`config.mk`:
```
export PLATFORM = sky130hd
export DESIGN_NAME = sa_tile_ctrl
export DESIGN_NICKNAME = d
export VERILOG_FILES = /design/src/rtl/sa_pkg.sv /design/src/rtl/sa_pe.sv /design/src/rtl/sa_tile_ctrl.sv
export SDC_FILE = /design/constraint.sdc
export NUM_CORES = 2
export LEC_CHECK = 0
export BUFFER_PORTS_ARGS = -buffer_cell sky130_fd_sc_hd__buf_4
export CAP_MARGIN = 20
export CORE_UTILIZATION = 64
export CTS_CLUSTER_SIZE = 40
export DETAILED_ROUTE_END_ITERATION = 12
export PLACE_DENSITY = 0.84
export SKIP_LAST_GASP = 1
export SLEW_MARGIN = 20
export SYNTH_ARGS = -nofsm -noshare
export SYNTH_HDL_FRONTEND = slang
export SYNTH_SLANG_ARGS = --single-unit
```
`constraint.sdc`:
```
create_clock -name clk -period 6.3 [get_ports clk]
set_input_delay 1.26 -clock clk [delete_from_list [all_inputs] [get_ports clk]]
set_output_delay 1.26 -clock clk [all_outputs]
set_load 0.01 [all_outputs]
```
`src/rtl/sa_pkg.sv`:
```
// Shared definitions for the systolic tile: FSM states, pipeline latency and default widths.
package sa_pkg;

  localparam int SA_DEF_ROWS       = 4;
  localparam int SA_DEF_COLS       = 4;
  localparam int SA_DEF_DATA_WIDTH = 8;
  localparam int SA_DEF_PSUM_WIDTH = 32;
  localparam int SA_DEF_K_W        = 16;

  typedef enum logic [1:0] {
    ST_IDLE,
    ST_LOAD,
    ST_RUN,
    ST_DRAIN
  } sa_state_e;

  // Cycles from an accepted stream beat to its aligned output vector.
  function automatic int sa_latency(input int rows, input int cols);
    return rows + cols;
  endfunction

endpackage

```
`src/rtl/sa_pe.sv`:
```
// Registered MAC cell: stationary operand, stream pass-through to the right, psum pass-through downward.
module sa_pe #(
  parameter int DATA_WIDTH = 8,
  parameter int PSUM_WIDTH = 32
) (
  input  logic                  clk,
  input  logic                  rst_n,
  input  logic                  s_load,
  input  logic [DATA_WIDTH-1:0] s_in,
  input  logic [DATA_WIDTH-1:0] a_in,
  input  logic [PSUM_WIDTH-1:0] psum_in,
  output logic [DATA_WIDTH-1:0] a_out,
  output logic [PSUM_WIDTH-1:0] psum_out
);

  logic [DATA_WIDTH-1:0]   s_reg;
  logic [2*DATA_WIDTH-1:0] prod;

  assign prod = {{DATA_WIDTH{1'b0}}, a_in} * {{DATA_WIDTH{1'b0}}, s_reg};

  always_ff @(posedge clk or negedge rst_n) begin
    if (!rst_n) begin
      s_reg    <= '0;
      a_out    <= '0;
      psum_out <= '0;
    end else begin
      if (s_load) s_reg <= s_in;
      a_out    <= a_in;
      // Unsigned product, wrapping accumulation.
      psum_out <= psum_in + PSUM_WIDTH'(prod);
    end
  end

endmodule

```
`src/rtl/sa_tile_ctrl.sv`:
```
// Non-square stationary-operand systolic tile with load/run/drain control, skew and deskew.
// Optional stream-bubble counter stall_cnt_o is built when SA_PERF_EN is defined.
module sa_tile_ctrl import sa_pkg::*; #(
  parameter int ROWS       = SA_DEF_ROWS,
  parameter int COLS       = SA_DEF_COLS,
  parameter int DATA_WIDTH = SA_DEF_DATA_WIDTH,
  parameter int PSUM_WIDTH = SA_DEF_PSUM_WIDTH,
  parameter int K_W        = SA_DEF_K_W
) (
  input  logic                       clk,
  input  logic                       rst_n,
  input  logic                       start_i,
  input  logic [K_W-1:0]             cfg_k_i,
  input  logic                       s_valid_i,
  output logic                       s_ready_o,
  input  logic [COLS*DATA_WIDTH-1:0] s_data_i,
  input  logic                       a_valid_i,
  output logic                       a_ready_o,
  input  logic [ROWS*DATA_WIDTH-1:0] a_data_i,
  output logic                       y_valid_o,
  output logic [COLS*PSUM_WIDTH-1:0] y_data_o,
  output logic                       busy_o,
  output logic                       done_o
`ifdef SA_PERF_EN
  ,
  output logic [K_W-1:0]             stall_cnt_o
`endif
);

  localparam int L    = sa_latency(ROWS, COLS);
  localparam int RC_W = (ROWS > 1) ? $clog2(ROWS) : 1;
  localparam int DC_W = $clog2(L);
  localparam logic [RC_W-1:0] ROW_LAST   = RC_W'(ROWS - 1);
  localparam logic [DC_W-1:0] DRAIN_LAST = DC_W'(L - 1);

  sa_state_e        state_reg;
  logic [K_W-1:0]   k_reg;
  logic [K_W-1:0]   beat_cnt_reg;
  logic [RC_W-1:0]  row_cnt_reg;
  logic [DC_W-1:0]  drain_cnt_reg;
  logic             s_fire;
  logic             a_fire;

  assign s_fire = s_valid_i & s_ready_o;
  assign a_fire = a_valid_i & a_ready_o;

  always_ff @(posedge clk or negedge rst_n) begin
    if (!rst_n) begin
      state_reg     <= ST_IDLE;
      k_reg         <= '0;
      beat_cnt_reg  <= '0;
      row_cnt_reg   <= '0;
      drain_cnt_reg <= '0;
      s_ready_o     <= 1'b0;
      a_ready_o     <= 1'b0;
      busy_o        <= 1'b0;
      done_o        <= 1'b0;
    end else begin
      done_o <= 1'b0;
      case (state_reg)
        ST_IDLE: begin
          if (start_i) begin
            state_reg   <= ST_LOAD;
            k_reg       <= cfg_k_i;
            row_cnt_reg <= '0;
            s_ready_o   <= 1'b1;
            busy_o      <= 1'b1;
          end
        end
        ST_LOAD: begin
          if (s_fire) begin
            row_cnt_reg <= row_cnt_reg + 1'b1;
            if (row_cnt_reg == ROW_LAST) begin
              s_ready_o     <= 1'b0;
              beat_cnt_reg  <= '0;
              drain_cnt_reg <= '0;
              if (k_reg == '0) begin
                state_reg <= ST_DRAIN;
              end else begin
                state_reg <= ST_RUN;
                a_ready_o <= 1'b1;
              end
            end
          end
        end
        ST_RUN: begin
          if (a_fire) begin
            beat_cnt_reg <= beat_cnt_reg + 1'b1;
            if (beat_cnt_reg == k_reg - K_W'(1)) begin
              state_reg <= ST_DRAIN;
              a_ready_o <= 1'b0;
            end
          end
        end
        ST_DRAIN: begin
          drain_cnt_reg <= drain_cnt_reg + 1'b1;
          // Drain covers the full pipe so the last output has left before done.
          if (drain_cnt_reg == DRAIN_LAST) begin
            state_reg <= ST_IDLE;
            busy_o    <= 1'b0;
            done_o    <= 1'b1;
          end
        end
        default: state_reg <= ST_IDLE;
      endcase
    end
  end

`ifdef SA_PERF_EN
  always_ff @(posedge clk or negedge rst_n) begin
    if (!rst_n) begin
      stall_cnt_o <= '0;
    end else if (state_reg == ST_IDLE && start_i) begin
      stall_cnt_o <= '0;
    end else if (state_reg == ST_RUN && !a_valid_i && stall_cnt_o != '1) begin
      stall_cnt_o <= stall_cnt_o + 1'b1;
    end
  end
`endif

  logic [DATA_WIDTH-1:0] a_row [ROWS];
  logic [DATA_WIDTH-1:0] s_col [COLS];
  logic [ROWS-1:0]       s_wr;
  logic [DATA_WIDTH-1:0] a_bus [ROWS][COLS+1];
  logic [PSUM_WIDTH-1:0] p_bus [ROWS+1][COLS];
  logic [PSUM_WIDTH-1:0] y_col [COLS];
  logic [L-2:0]          v_pipe_reg;

  // Input skew: row r enters r cycles late; non-accepted cycles inject zeros.
  for (genvar gi = 0; gi < ROWS; gi++) begin : g_row
    assign a_row[gi] = a_fire ? a_data_i[(ROWS-1-gi)*DATA_WIDTH +: DATA_WIDTH] : '0;
    assign s_wr[gi]  = s_fire && (row_cnt_reg == RC_W'(gi));
    if (gi == 0) begin : g_direct
      assign a_bus[gi][0] = a_row[gi];
    end else begin : g_dly
      logic [DATA_WIDTH-1:0] dly_reg [gi];
      always_ff @(posedge clk or negedge rst_n) begin
        if (!rst_n) begin
          for (int i = 0; i < gi; i++) dly_reg[i] <= '0;
        end else begin
          dly_reg[0] <= a_row[gi];
          for (int i = 1; i < gi; i++) dly_reg[i] <= dly_reg[i-1];
        end
      end
      assign a_bus[gi][0] = dly_reg[gi-1];
    end
  end

  for (genvar gi = 0; gi < COLS; gi++) begin : g_col
    assign s_col[gi]    = s_data_i[(COLS-1-gi)*DATA_WIDTH +: DATA_WIDTH];
    assign p_bus[0][gi] = '0;
  end

  for (genvar gi = 0; gi < ROWS; gi++) begin : g_pe_r
    for (genvar gj = 0; gj < COLS; gj++) begin : g_pe_c
      sa_pe #(
        .DATA_WIDTH(DATA_WIDTH),
        .PSUM_WIDTH(PSUM_WIDTH)
      ) u_pe (
        .clk      (clk),
        .rst_n    (rst_n),
        .s_load   (s_wr[gi]),
        .s_in     (s_col[gj]),
        .a_in     (a_bus[gi][gj]),
        .psum_in  (p_bus[gi][gj]),
        .a_out    (a_bus[gi][gj+1]),
        .psum_out (p_bus[gi+1][gj])
      );
    end
  end

  // Output deskew: column c waits COLS-1-c cycles so all columns align.
  for (genvar gi = 0; gi < COLS; gi++) begin : g_deskew
    if (gi == COLS - 1) begin : g_direct
      assign y_col[gi] = p_bus[ROWS][gi];
    end else begin : g_dly
      logic [PSUM_WIDTH-1:0] dly_reg [COLS-1-gi];
      always_ff @(posedge clk or negedge rst_n) begin
        if (!rst_n) begin
          for (int i = 0; i < COLS - 1 - gi; i++) dly_reg[i] <= '0;
        end else begin
          dly_reg[0] <= p_bus[ROWS][gi];
          for (int i = 1; i < COLS - 1 - gi; i++) dly_reg[i] <= dly_reg[i-1];
        end
      end
      assign y_col[gi] = dly_reg[COLS-2-gi];
    end
  end

  always_ff @(posedge clk or negedge rst_n) begin
    if (!rst_n) begin
      v_pipe_reg <= '0;
      y_valid_o  <= 1'b0;
      y_data_o   <= '0;
    end else begin
      v_pipe_reg[0] <= a_fire;
      for (int i = 1; i < L - 1; i++) v_pipe_reg[i] <= v_pipe_reg[i-1];
      y_valid_o <= v_pipe_reg[L-2];
      for (int c = 0; c < COLS; c++) y_data_o[(COLS-1-c)*PSUM_WIDTH +: PSUM_WIDTH] <= y_col[c];
    end
  end

endmodule
```
== Word-level counts from Yosys, hierarchy flattened ==
Cells that the tools add are included.
Widths: inputs -> output; s select.
Word-level totals
  bits in latches: 0
  register bits: 1091
  output and inout port bits: 133
  ROM bits: 0
  memories kept: 0
  memory bits (writable): 0
  input port bits: 85
Cells by class
  bitwise operators: 2
  shift operators: 0
  eq/ne operators: 15
  reduce and logical (&&, ||, !) cells: 19
  div/mod/pow operators: 0
  magnitude comparators: 0
  muxes and demuxes: 36
  add/subtract/negate cells: 16
  multiply operators: 16
Operator list (number)
  $add 32x16->32: 8
  $mul 8x8->16: 16
  $add 16x16->17: 4
  $mux 16: 3
  $mux 8: 4
  $pmux 16 s2: 1
  $add 16x1->16 const B: 1
  $eq 16x16->1: 1
  $logic_not 16->1: 1
  $mux 2: 8
  $sub 16x1->16 const B: 1
  $ne 2x2->1 const B: 7
  $mux 1: 12
  $reduce_and 6->1: 2
  $reduce_and 3->1: 3
  $eq 2x2->1 const B: 4
  $pmux 2 s4: 1
  $reduce_and 4->1: 2
  $reduce_bool 2->1: 4
  $mux 3: 2
  $pmux 1 s2: 3
  $pmux 3 s2: 1
  $eq 2x1->1 const B: 2
  $logic_and 1x1->1: 4
  other kinds (7): 9

== Logic depth before layout (Yosys ltp) ==
  depth in word-level cells: 5
  mapped depth: 20
  gate-level depth less buffers: 19

== Cells and area by module ==
From an unflattened synthesis, not the netlist that was laid out.
Second synthesis, totals
  cells, all modules: 7842
  area, all modules: 82524.1 um^2
Modules (own cells, without submodules)
  sa_pe (g_pe_r[0].g_pe_c[0].u_pe ...): sequential area each 1201.2 um^2, times used 8, cells each 460, area an instance 4466.8 um^2
  sa_pe (g_pe_r[2].g_pe_c[3].u_pe ...): sequential area each 1201.2 um^2, times used 5, cells each 431, area an instance 4287.9 um^2
  sa_pe (g_pe_r[2].g_pe_c[0].u_pe ...): sequential area each 1201.2 um^2, times used 3, cells each 434, area an instance 4310.4 um^2
  sa_tile_ctrl: sequential area each 10485.1 um^2, times used 1, cells each 705, area an instance 12419.4 um^2

== Worst setup path after synthesis ==
OpenSTA, ideal clock, no wires.
  path kind: input-to-reg
  start point: input a_valid_i
  end point: register g_pe_r[0].g_pe_c[0].u_pe.psum_out[15]
  arrival: 5.377 ns
  slack: 0.843 ns
  cell stages on the path: 17
  data required time: 6.220 ns
  cells stage by stage: clkbuf_1 and3_1 clkbuf_1 nand2_1 fa_1 fa_1 inv_1 fa_1 inv_1 fa_1 inv_1 ha_1 and2_1 o41ai_1 o21ai_0 o41ai_1 xnor2_1
RTL lines
  from (decl): line sa_tile_ctrl.sv:17  | input logic a_valid_i,
  to (signal assigned): line sa_pe.sv:30  | psum_out <= psum_in + PSUM_WIDTH'(prod);
  to (decl): line sa_pe.sv:13  | output logic [PSUM_WIDTH-1:0] psum_out

== Worst setup path in the final report ==
  start point: input a_valid_i
  end point: register g_pe_r[0].g_pe_c[0].u_pe.psum_out[15]
Between the ends
  longest elaborated chain between the ends: 3
RTL lines
  $and 1x1->1: line sa_tile_ctrl.sv:45  | assign a_fire = a_valid_i & a_ready_o;
  $mux 8: line sa_tile_ctrl.sv:131  | assign a_row[gi] = a_fire ? a_data_i[(ROWS-1-gi)*DATA_WIDTH +: DATA_WIDTH] : '0;
  $mul 8x8->16: line sa_pe.sv:19  | assign prod = {{DATA_WIDTH{1'b0}}, a_in} * {{DATA_WIDTH{1'b0}}, s_reg};
  named net g_pe_r[0].g_pe_c[0].u_pe.prod[15]: line sa_pe.sv:17  | logic [2*DATA_WIDTH-1:0] prod;
The timed path passes the listed nets, and every way through them passes these cells.
A chain may end at the register's enable or synchronous reset.

==> metrics.md <==
| Metric | Value |
|---|---|
| Post-place setup slack | 0.375 ns |
| Critical path class | primary input to flop |
| CTS tree | built |
| Mux contribution to synthesized area | 2.66% |
| Fillcell total | 6585 |
| Total Power | 39.1 mW |
| Type of origin of the critical path | primary input |
| Drt drc | 0 |
| Die Area | 99800 um^2 |
| Post-route ant nets | 0 |
| Ranking of synthesized cells by area | dfrtp_1 32%, fa_1 24%, ha_1 12% |
| Post-Synth XOR/XNOR Area | 2.90% |
| Peak Freq | 189 MHz |
| Die height | 316 um |
| Worst path arrival time | 5.89 ns |
| CTS HTree Levels | 3 |
| Largest family of logic cells by synthesized area | adder cells |
| FFs w/ async S/R, synth | 100% |
| GPL Wtd Cong | 0.874 |
| Status | finished clean |
| Synth Area in Compound Gates | 4.21% |
| Sequential-to-total area share from yosys stat | 32.2% |
| Hold depth | 0 |
| Most frequent cell after synthesis | inv_1 |
| Final worst slack | 1.01 ns |
| Post-DP Area | 65700 um^2 |
| Top cell type by total area after synthesis | dfrtp_1 |
| Synth Area in Simple Gates | 12.5% |
| Total Routing Usage GR | 27.0% |
| Final Critical Period | 5.29 ns |
| Period utilization | 83.9% |
| CTS max path bufs | 3 |
| CTS Root Cell | clkbuf_16 |
| Worst Setup End Kind | flop |
| Relative slew margins | 37.8% |
| Synthesized area per cell | 10.5 um^2 |
| Vias in the first global route | 44982 |
| Synth Area in Adders | 36.1% |
| Largest net degree at the start of global routing | 168 |
| Hold Fails Final Rpt | 0 |
| Fin Clk Skew | 0.0319 ns |
| Synthesized flop and latch total | 811 |
| Design area | 68700 um^2 |
| Gr ovfl total | 0 |
| Post-synth EDFFs | 0 |
| Via count | 40638 |
| Starting DRT DRC Count | 2156 |
| Commonest cells post-synth | 1404 x inv_1, 811 x dfrtp_1, 748 x fa_1 |
| CTS Sinks | 811 |
| Max FFs per register | 288 |
| # Post-CTS Setup Buffers | 0 |
| Worst R2R Path Depth | 17 |
| Register Area | 20300 um^2 |
| Share of layout cells above drive strength 1 | 7.99% |
| Die X | 316 um |
| Post-Syn Area | 63000 um^2 |
| Ys Warns | 0 |
| Leakage | 36.6 nW |
| Cts bufs inserted | 86 |
| Ys flop type | dfrtp_1 |
| Top cell type's share of synthesized area | 32.2% |
| Input/output buffers | 169 |
| Area delta synth->final | 9.01% |
| Drt total wl | 125000 um |
| CP required | 6.90 ns |
| Core area | 97100 um^2 |
| Skew-Pair Late Insertion Delay | 0.68 ns |
| Dpl hpwl | 95200 um |
| VDD IR-drop max | 0.000468 V |
| Antenna violations before repair | 5 |
| Num rows | 114 |
| # resized after CTS | 0 |
| WL per Instance | 16.6 um |
| RSZ-0062 raised after global routing | no |
| Actual slew at the worst max-slew pin | 0.933 ns |
| Ports | 218 |
| Cells after Synth | 5997 |
| Max-cap violations | 0 |
| Setup tns final | 0 ns |
| CTS Hold Buffers Added | 0 |
| Global-route wire length before repair | 217000 um |
| Drt pass-1 iters | 6 |
| HP Class | flop to flop |
| Reg clk slew, reported paths | 0.06 ns |
| Nets | 7661 |
| Initial core utilization | 64.9% |
| CP Max Fanout | 33 |
| Pins Over Slew Limit | 0 |
| Unique cell type count in the Yosys netlist | 77 |
| Area of the multi-input gates | 37000 um^2 |
| Layout Utilization | 70.8% |
| Power per cell area | 569 nW/um^2 |
| Via density | 5.38 |
| # setup viols final | 0 |
## kinds of logic after synthesis
family,Yosys count
other,1
muxes,149
adders and majority gates,1372
xor gates and xnor gates,209
buffers and inverters,1520
DFF,811
AOI/OAI and AO/OA,403
and+or+nand+nor,1532
## power breakdown
| part | internal [mW] | switching, mW | total (mW) | leakage, nW |
|---|---|---|---|---|
| Sequential | 7.42 | 1.77 | 9.19 | 10.1 |
| Clock | 3.18 | 2.19 | 5.37 | 1.48 |
| Combinational | 11.0 | 13.6 | 24.6 | 25.0 |
| Total | 21.6 | 17.6 | 39.1 | 36.6 |
## worst max-delay path: stages
cell and delay, ns:
buf_4 0.21, and3_1 0.33, and2_1 0.23, fa_1 0.43, fa_1 0.49, inv_1 0.06
fa_1 0.48, fa_1 0.50, inv_1 0.05, ha_1 0.31, o21ai_0 0.10, nand2_1 0.11
and2_1 0.18, o41ai_1 0.39, o21ai_0 0.22, o41ai_1 0.34, xnor2_1 0.17
## cell usage in the layout (no fill, tap or decap), types with 66 or more instances in the layout
cell type  instances
o21ai_0           80
dfrtp_1          811
mux2_2           145
clkbuf_16         87
buf_4            182
and2_1           619
fa_1             748
nor3_1            66
ha_1             624
nand2_1          479
inv_1           1404
a21oi_1          103
nor2_1           171
xnor2_1          149
## layout make-up
type,instances,area share (%)
Timing Repair Buffer,188,2.17
Multi-Input combinational cell,3713,53.9
Tap cell,1276,2.32
Clock inverter,46,0.908
Sequential cell,811,29.5
Clock buffer,111,3.50
Inverter,1404,7.67
Antenna cell,3,0.0109
## stage by stage
step	hold slack (ns)	std cells
after floorplan	0.331	6044
after global placement	0.332	7391
after detailed placement	0.335	7391
after CTS	0.324	7548
after global routing	0.338	7549
final	0.337	7552
## worst paths after layout
check                                                               startpoint                                              end  slack (ns)
worst max register to register     g_pe_r[3].g_pe_c[0].u_pe.a_out[6]$_DFF_PN0_  g_pe_r[3].g_pe_c[1].u_pe.psum_out[17]$_DFF_PN0_        1.12
min in group asynchronous                                                rst_n                           y_data_o[13]$_DFF_PN0_        0.63
worst max-delay path                                                 a_valid_i  g_pe_r[0].g_pe_c[0].u_pe.psum_out[15]$_DFF_PN0_        1.01
max in group asynchronous                                                rst_n    g_pe_r[3].g_pe_c[0].u_pe.s_reg[3]$_DFFE_PN0P_        4.19
worst min register to register  g_pe_r[3].g_pe_c[0].u_pe.psum_out[4]$_DFF_PN0_          g_deskew[0].g_dly.dly_reg[68]$_DFF_PN0_        0.34
worst min-delay path            g_pe_r[3].g_pe_c[0].u_pe.psum_out[4]$_DFF_PN0_          g_deskew[0].g_dly.dly_reg[68]$_DFF_PN0_        0.34
## routing by layer
layer	up-vias	part of all wire [%]	routed length, um	global-route usage (%)
li1	18623	-	-	-
met1	20761	40	50400	33.8
met2	982	51	64400	47.8
met3	264	5.4	6760	4.07
met4	8	2.9	3660	9.05
met5	-	0.044	55	0
Power figures use the tool's default switching activity.
